File: src/rtl/pattern_detector_mc.sv
// ---------------------------------------------------------------------------
// pattern_detector_mc
//
// Watches CHANNELS independent serial bit streams for the compile-time bit
// pattern PATTERN (PAT_LEN bits, MSB received first). Each channel produces a
// registered one-cycle match pulse on z[i] and keeps a saturating hit counter.
// OVERLAP=1 keeps history after a match so overlapping occurrences also fire.
// OVERLAP=0 discards history after a match.
//
// Ports:
//   my_clk       - sole clock, rising edge
//   global_reset - synchronous active-high reset (overrides everything else)
//   en           - sample enable shared by all channels
//   x            - serial data, bit i belongs to channel i
//   clr_count    - synchronous clear of all hit counters (wins over increment)
//   z            - registered match pulses, one bit per channel
//   hit_count    - per-channel counters, channel i at [i*CNT_W +: CNT_W]
// ---------------------------------------------------------------------------
module pattern_detector_mc #(
  parameter int                 CHANNELS = 4,
  parameter int                 PAT_LEN  = 4,
  parameter logic [PAT_LEN-1:0] PATTERN  = 4'b1011,
  parameter bit                 OVERLAP  = 1'b1,
  parameter int                 CNT_W    = 8
) (
  input  logic                      my_clk,
  input  logic                      global_reset,
  input  logic                      en,
  input  logic [CHANNELS-1:0]       x,
  input  logic                      clr_count,
  output logic [CHANNELS-1:0]       z,
  output logic [CHANNELS*CNT_W-1:0] hit_count
);

  // fill counts 0..PAT_LEN, so it needs enough bits to hold PAT_LEN itself
  localparam int               FILL_W   = $clog2(PAT_LEN + 1);
  localparam logic [FILL_W-1:0] FILL_FULL = FILL_W'(PAT_LEN);
  localparam logic [CNT_W-1:0]  CNT_MAX   = {CNT_W{1'b1}};

  logic [PAT_LEN-1:0] hist_r     [CHANNELS];
  logic [FILL_W-1:0]  fill_r     [CHANNELS];
  logic [CNT_W-1:0]   cnt_r      [CHANNELS];
  logic [CHANNELS-1:0] z_r;

  logic [PAT_LEN-1:0] new_hist_s [CHANNELS];
  logic [FILL_W-1:0]  new_fill_s [CHANNELS];
  logic [CHANNELS-1:0] match_s;

  // Shift one bit into the history; the concatenation-then-truncate form also
  // covers PAT_LEN=1, where the new history is just the incoming bit.
  function automatic logic [PAT_LEN-1:0] shift_in(input logic [PAT_LEN-1:0] h,
                                                   input logic b);
    return PAT_LEN'({h, b});
  endfunction

  // Next history/fill and match decision per channel
  always_comb begin
    match_s = '0;
    for (int i = 0; i < CHANNELS; i++) begin
      new_hist_s[i] = shift_in(hist_r[i], x[i]);
      if (fill_r[i] == FILL_FULL) begin
        new_fill_s[i] = FILL_FULL;
      end else begin
        new_fill_s[i] = fill_r[i] + FILL_W'(1);
      end
      // fill gating stops stale/power-up history from forming a false match
      match_s[i] = en && (new_fill_s[i] == FILL_FULL) && (new_hist_s[i] == PATTERN);
    end
  end

  // Per-channel history, fill, match pulse and hit counter registers
  always_ff @(posedge my_clk) begin
    if (global_reset) begin
      z_r <= '0;
      for (int i = 0; i < CHANNELS; i++) begin
        hist_r[i] <= '0;
        fill_r[i] <= '0;
        cnt_r[i]  <= '0;
      end
    end else begin
      // match_s already includes en, so z drops to 0 whenever en is low
      z_r <= match_s;
      for (int i = 0; i < CHANNELS; i++) begin
        if (en) begin
          if (match_s[i] && !OVERLAP) begin
            hist_r[i] <= '0;
            fill_r[i] <= '0;
          end else begin
            hist_r[i] <= new_hist_s[i];
            fill_r[i] <= new_fill_s[i];
          end
        end else begin
          hist_r[i] <= hist_r[i];
          fill_r[i] <= fill_r[i];
        end

        if (clr_count) begin
          cnt_r[i] <= '0;
        end else if (match_s[i] && (cnt_r[i] != CNT_MAX)) begin
          cnt_r[i] <= cnt_r[i] + CNT_W'(1);
        end else begin
          cnt_r[i] <= cnt_r[i];
        end
      end
    end
  end

  assign z = z_r;

  genvar g;
  generate
    for (g = 0; g < CHANNELS; g++) begin : g_cnt_out
      assign hit_count[g*CNT_W +: CNT_W] = cnt_r[g];
    end
  endgenerate

endmodule

File: config.mk
export PLATFORM = sky130hd
export DESIGN_NAME = pattern_detector_mc
export DESIGN_NICKNAME = d
export VERILOG_FILES = /design/src/rtl/pattern_detector_mc.sv
export SDC_FILE = /design/constraint.sdc
export NUM_CORES = 1
export LEC_CHECK = 0
export CORE_AREA = 2 2 83 85
export DETAILED_ROUTE_END_ITERATION = 12
export DIE_AREA = 0 0 85 87
export PLACE_DENSITY_LB_ADDON = 0.2
export REMOVE_ABC_BUFFERS = 1
export SLEW_MARGIN = 20
export SYNTH_ARGS = -nofsm -noshare
export SYNTH_HDL_FRONTEND = slang
export SYNTH_SLANG_ARGS = --single-unit
File: constraint.sdc
create_clock -name my_clk -period 2.5 [get_ports my_clk]
set_clock_uncertainty 0.05 [all_clocks]
set_input_delay 0.75 -clock my_clk [delete_from_list [all_inputs] [get_ports my_clk]]
set_output_delay 0.75 -clock my_clk [all_outputs]
set_load 0.01 [all_outputs]
## After elaboration in Yosys (flattened, before gate mapping)

Memories as Yosys holds them, arrays and structs flattened.
Cells that the tools add are included.

- Bits in registers: 4
- RAM bits: 60
- Input bits: 8
- Logic and storage cells: 143
- Memories kept: 3

- Add/subtract/negate cells: 8
- Eq/ne operators: 16
- Muxes and demuxes: 75
- Bitwise operators: 28
- Reduce and logical (&&, ||, !) cells: 12

Memory list:

| name | words | bits a word | read ports | clocked after Yosys merged registers in | wr ports | RTL line | text |
|---|---|---|---|---|---|---|---|
| cnt_r | 4 | 8 | 4 | 0 | 4 | 42 | `logic [CNT_W-1:0] cnt_r [CHANNELS];` |
| hist_r | 4 | 4 | 4 | 0 | 4 | 40 | `logic [PAT_LEN-1:0] hist_r [CHANNELS];` |
| fill_r | 4 | 3 | 4 | 0 | 4 | 41 | `logic [FILL_W-1:0] fill_r [CHANNELS];` |

Operator list:

| operator | number |
|---|---|
| $mux 8 | 12 |
| $mux 1 | 43 |
| $mux 3 | 12 |
| $add 8x1->8 const B | 4 |
| $mux 4 | 8 |
| $ne 8x8->1 const B | 4 |
| $or 1x1->1 | 28 |
| $eq 3x3->1 const B | 8 |
| $eq 4x4->1 const B | 4 |
| $add 3x1->3 const B | 4 |
| $logic_and 1x1->1 | 12 |

## Longest topological paths before layout

Gate-level depths: netlist of run 1.

- Depth after elaboration: 12
- Gate-level depth with buffers: 6

## Worst setup path after synthesis of run 1

No wires, ideal clock.

- Kind: input -> register
- Start: in en
- End: mem cnt_r[0][0] (enable)
- Library setup time: 0.387 ns
- Arrival: 2.167 ns
- Data required time: 2.063 ns
- Slack: -0.103 ns
- Stages on the path: 4
- Cell sequence: nand4b_1 -> or4b_1 -> buf_6 -> o31ai_1

RTL lines:

| item | RTL line | text |
|---|---|---|
| from (decl) | 28 | `input logic en,` |
| to (decl) | 42 |  |

==> metrics, run 1 <==
Port Buffers=43; core area=6569 um^2; CTS tree=yes; Num CTS Buffers=9; P&R area growth vs syn=27.11%; post-synth top area share=0.5446; Final Total Pwr=2340 uW; Total Wirelength=5879 um; Synth Cell Area=3088 um^2; routed wl met2=2753 um; CTS H-tree lvls=3; detailed-route wire length per cell=14.59 um; Synth area leader=edfxtp_1; GRT overflow=0; Pwr Density=596.1 nW/um^2; Worst EP arrival=2.34 ns; 1st-iter DRT viols=94; vias in the first global route=2081; most frequent cells in the layout=edfxtp_1 (56), clkdlybuf4s50_1 (43), inv_1 (16), o21ai_0 (16), buf_4 (15); clock buffer depth=2; largest net degree at the start of global routing=15; Worst-Margin Slew=0.8050 ns; DRT Pass-1 Iters=4; initial antenna violation count=0; synthesized instance count=253; RePlAce Congestion=0.7506; clk_lat worst skew=0.33 ns; register bit total from synthesis=60; Slew HR=0.4597; unrepaired setup endpoints after global routing=no; share of post-route cells with drive strength above 1=0.1455; DRC=0; first-pass GRT wire length=9729 um; Final Cycle Share=0.9389; Sink Count=60; Worst setup SP type=primary input; Metal-1 WL=2852 um; Hold Worst Slack=0.5011 ns; final net count=338; Row Count=30; Top Metal Used=met4; Detail Route met3 WL=187 um; fmax=426.0 MHz; minimum clock period=2.347 ns; Hold-fix buffers, CTS=0; clock root buffer master=clkbuf_8; ys async rst share=0; GRT Total Usage=0.1673; CP Capture Type=flip-flop; maxcap violations=0; synthesized area per cell=12.21 um^2; I/O pin count=44; TNS Setup=0 ns; Leak Pwr=0.001308 uW; WP data required=2.49 ns; commonest non-fill, non-tap cell in the layout=edfxtp_1; post-CTS sizing=0; YS warnings=0; full die area=7395 um^2; Hold Path Class=flip-flop to flip-flop; fillers=518; sequential share of the synthesized area=0.5705; postcts setup bufs=0; Netlist cell types=33; Util after Layout=0.5975; die width=85 um; Die Span Y=87 um; top cells by area, synth=edfxtp_1 (54%), ha_1 (4.9%), a2111oi_2 (2.9%), nor4_1 (2.8%), nor2b_1 (2.6%); antenna cell count=0; Top FF cell, synth=edfxtp_1; Worst Path Max Fanout=8; Hold Fails Final Rpt=0; Reg clk slew, reported paths=0.07 ns; critical path class=primary input to flip-flop; via count=2242; Non-Filler Instances=403; Final Max Slew Viols=0; peak supply drop=0.3774 mV; # setup viols final=0; DPL Wire Length=4213 um; Final ANT Viol Nets=0; initial core utilization=0.4701; Post-synth EDFFs=56; Placed Instances=387; vias per cell=5.563; status=finished, final reports clean
==> per-layer routing <==
layer,up-vias,GRT usage
li1,1119,-
met1,1083,0.2269
met2,33,0.2578
met5,-,0
met3,7,0.03981
met4,0,0.07359
==> metrics by stage <==
step,area [um^2],setup slack [ns]
5_1_grt,3925,0.09568
3_5_place_dp,3734,-0.2178
6_report,3925,0.1528
2_1_floorplan,3050,-0.1966
3_3_place_gp,3734,-0.1633
4_1_cts,3925,0.1490
==> flip-flops by register name, summed over array words and instances (netlist names) <==
name    cells
hist_r     12
cnt_r      32
fill_r     12
z           4
==> cells in the mapped netlist, types with 5 or more instances <==
library cell  number
nor4_2             6
nand3_1           14
nand2_1            8
nand4_1            6
o21ai_0           16
xor2_1             6
edfxtp_1          56
nor4_1            14
ha_1              12
xnor2_1            6
a2111oi_2          6
nor2b_1           13
and2_1             5
nor2_1            12
inv_1             16
or3_1             12
==> where the power goes <==
part | internal, uW | switching, uW
Clock | 454 | 395
Sequential | 1170 | 48.8
Combinational | 127 | 148
Total | 1750 | 592
==> worst max-delay path, cell delays in order <==
cell,delay (ns)
clkdlybuf4s50_1,0.52
nand4b_1,0.11
or4b_1,0.52
o31ai_1,0.21
buf_4,0.22
==> final timing paths <==
path / start / to / slack [ns] / cells after the start
worst max-delay path: en / cnt_r[0][4]$_SDFFCE_PN0P_ / 0.15 / 5
worst min-delay path: hist_r[2][1]$_SDFFCE_PN0P_ / hist_r[2][2]$_SDFFCE_PN0P_ / 0.50 / 2
worst max register to register: fill_r[0][0]$_SDFFCE_PN0P_ / cnt_r[0][4]$_SDFFCE_PN0P_ / 0.30 / 6
worst min register to register: hist_r[2][1]$_SDFFCE_PN0P_ / hist_r[2][2]$_SDFFCE_PN0P_ / 0.50 / 2
==> cells by family after synthesis <==
| group | synth area share |
|---|---|
| fa+ha+maj | 0.04862 |
| buf+inv | 0.03160 |
| compound gates | 0.1058 |
| flops | 0.5705 |
| xor+xnor | 0.03404 |
| simple gates | 0.2095 |
==> layout make-up <==
type | instances | area (um^2) | share of cell area
Clock buffer | 9 | 123.9 | 0.03156
Clock inverter | 7 | 67.56 | 0.01721
Inverter | 16 | 60.06 | 0.01530
Multi-Input combinational cell | 171 | 1229 | 0.3130
Sequential cell | 60 | 1762 | 0.4488
Tap cell | 80 | 100.1 | 0.02550
Timing Repair Buffer | 60 | 583.1 | 0.1485
Power figures use the tool's default switching activity.
==> run 2: changes to the inputs <==
--- a/config.mk
+++ b/config.mk
@@ -5,9 +5,11 @@
 export SDC_FILE = /design/constraint.sdc
 export NUM_CORES = 1
 export LEC_CHECK = 0
+export ABC_AREA = 1
 export CORE_AREA = 2 2 83 85
 export DETAILED_ROUTE_END_ITERATION = 12
 export DIE_AREA = 0 0 85 87
+export GPL_TIMING_DRIVEN = 0
 export PLACE_DENSITY_LB_ADDON = 0.2
 export REMOVE_ABC_BUFFERS = 1
 export SLEW_MARGIN = 20
==> run 2 against run 1 <==
Effect of this change:
- sequential cell count unchanged
- die area unchanged
- area after synthesis is 0.81% lower
- cell count increased by 15%
- sequential power barely moved
- power decreased by 3.1%
- global-route usage shrank 1.7 points
- via count fell by 4.3%
==> metrics, run 2 <==
detailed-route wire length per cell=10.79 um; peak supply drop=0.4439 mV; # setup viols final=0; core area=6569 um^2; placed cell area=3583 um^2; initial antenna violation count=0; mux share of post-synthesis cell area=0; sw power=546.2 uW; sequential share of the synthesized area=0.5752; maxcap violations=0; Reg power frac=0.535; largest registers=cnt_r x32, fill_r x12, hist_r x12; Reg2Reg Depth=7; Pwr Density=601.9 nW/um^2; antenna cell count=0; WP data required=2.41 ns; Final Cycle Share=0.9152; Num CTS Buffers=9; first-pass GRT wire length=8728 um; Port Buffers=43; die width=85 um; commonest non-fill, non-tap cell in the layout=nor2_1; CTS tree=yes; Slew HR=0.4805; Total Wirelength=5017 um; Leak Pwr=0.001613 uW; Hold-fix buffers, CTS=0; worst hold stages=2; Final ANT Viol Nets=0; Synth Area in Adders=0.04902; GRT overflow=0; Int Pwr=1721 uW; Reg clk slew, reported paths=0.07 ns; XOR/XNOR share of the synthesized area=0.06005; share of post-route cells with drive strength above 1=0.06753; vias per cell=4.615; full die area=7395 um^2; Synth area leader=edfxtp_1; initial core utilization=0.4663; Hold Fails Final Rpt=0; Worst EP arrival=2.20 ns; Post-Synth Simple-Gate Area=0.2333; synth cell count leaders=nor2_1 (78), inv_1 (61), nand2_1 (58), edfxtp_1 (56), nand3_1 (15); count leader, synth=nor2_1; Synth Cell Area=3063 um^2; CP Capture Type=flip-flop; Final Max Slew Viols=0; final net count=400; Hold Path Class=flip-flop to flip-flop; Clk pwr share=0.356; fmax=437.1 MHz; largest family of logic cells by synthesized area=simple AND/OR/NAND/NOR gates; vias in the first global route=1983; Post-synth EDFFs=56; Worst-Margin Slew=0.7792 ns; Die Span Y=87 um; ys async rst share=0; clk_lat worst skew=0.33 ns; 1st-iter DRT viols=147; DRC=0; Comb pwr share=0.108; Worst Path Max Fanout=24; top cells by area, synth=edfxtp_1 (55%), nor2_1 (9.6%), inv_1 (7.5%), nand2_1 (7.1%), ha_1 (4.9%); Multi-input gate area=1061 um^2; max reg flops=32; P&R area growth vs syn=22.96%; Switching Fraction=0.2410; most frequent cells in the layout=nor2_1 (78), inv_1 (61), nand2_1 (57); YS warnings=0; Sink Count=60; largest net degree at the start of global routing=25; r2r setup slk=0.51 ns; Top FF cell, synth=edfxtp_1; clock buffer depth=2; CTS H-tree lvls=3; status=finished, final reports clean; Synth Area in Compound Gates=0.003268; I/O pin count=44; post-synth top area share=0.5490; Netlist cell types=17; Row Count=30; Worst setup SP type=primary input; synthesized instance count=328; GRT Total Usage=0.1501; clock root buffer master=clkbuf_8; post-route design area=3766 um^2; TNS Setup=0 ns; synthesized area per cell=9.338 um^2; fillers=579; unrepaired setup endpoints after global routing=no; register bit total from synthesis=60; Sequential Area=1762 um^2; Reg with most FFs=cnt_r; critical path class=primary input to flip-flop; RePlAce Congestion=0.7978; DPL Wire Length=3647 um; minimum clock period=2.288 ns; DRT Pass-1 Iters=4; via count=2146
## run 2: cell types whose count changed in the layout (fill, tap and decap cells not counted), moves of 13 or more
cell	change
buf_4	-15
inv_1	+45
nand2_1	+49
nor2_1	+66
nor2b_1	-13
nor4_1	-14
o21ai_0	-14
## run 2: power groups by stage
stage	clock [uW]	combinational (uW)	sequential, uW
global placement	0	240	1230
CTS	826	248	1210
finish	808	246	1210
detailed placement	0	248	1230
floorplan	0	146	1240
global route	881	283	1220
## run 2: path summary, 6_finish.rpt
path	endpoint	startpoint
max	hist_r[1][0]$_SDFFCE_PN0P_	global_reset
min	hist_r[1][2]$_SDFFCE_PN0P_	hist_r[1][1]$_SDFFCE_PN0P_
max reg2reg	cnt_r[3][6]$_SDFFCE_PN0P_	fill_r[3][0]$_SDFFCE_PN0P_
min reg2reg	hist_r[1][2]$_SDFFCE_PN0P_	hist_r[1][1]$_SDFFCE_PN0P_
## run 2: routing by layer
metal,global-route usage,vias up,part of all wire
met5,0,-,0
met4,0.04762,0,0.0062
met1,0.1983,980,0.49
li1,-,1132,-
met2,0.2408,31,0.47
met3,0.04265,3,0.030
## run 2: metrics by stage
step                      setup slack, ns  hold WS [ns]  std cells    util  total power [uW]
after floorplan                    0.6832        0.4666        326       -              1382
after global placement            -0.7611        0.4702        449  0.5455              1472
after detailed placement          -0.7643        0.5036        449  0.5455              1483
after CTS                          0.1645        0.5035        465  0.5733              2288
after global routing              0.02434        0.5367        465  0.5733              2386
final                              0.2120        0.4982        465  0.5733              2267
## run 2: timing repair
| action | in CTS | in global routing |
|---|---|---|
| resized for setup | 2 | 0 |
| setup endpoints to repair | 32 | 0 |
| buffers inserted | 0 | 0 |
## run 2: area by class of cell
type / instances / area share
clock buffers: 9 / 0.03289
clock inverters: 7 / 0.01528
inverters: 62 / 0.06179
multi-input cells: 204 / 0.2817
flip-flops and latches: 60 / 0.4678
well taps: 80 / 0.02658
repair buffers: 43 / 0.1140
## run 2: cell families (layout without fill, tap and decap cells)
kind of cell | after synthesis | after routing
adders and majority gates | 12 | 12
AOI/OAI and AO/OA | 2 | 2
xor gates and xnor gates | 21 | 21
and+or+nand+nor | 169 | 169
DFF | 60 | 60
buffers and inverters | 64 | 121
## run 2: worst max-delay path: stages
cell and delay [ns]:
dlygate4sd2_1 0.71, inv_1 0.23, nand2_2 0.50
==> run 3: changes to the inputs <==
--- a/config.mk
+++ b/config.mk
@@ -6,6 +6,7 @@
 export NUM_CORES = 1
 export LEC_CHECK = 0
 export ABC_AREA = 1
+export CAP_MARGIN = 10
 export CORE_AREA = 2 2 83 85
 export DETAILED_ROUTE_END_ITERATION = 12
 export DIE_AREA = 0 0 85 87
==> results of run 3 <==
Same layout as run 2: the final DEF is identical, and so are final timing and power.
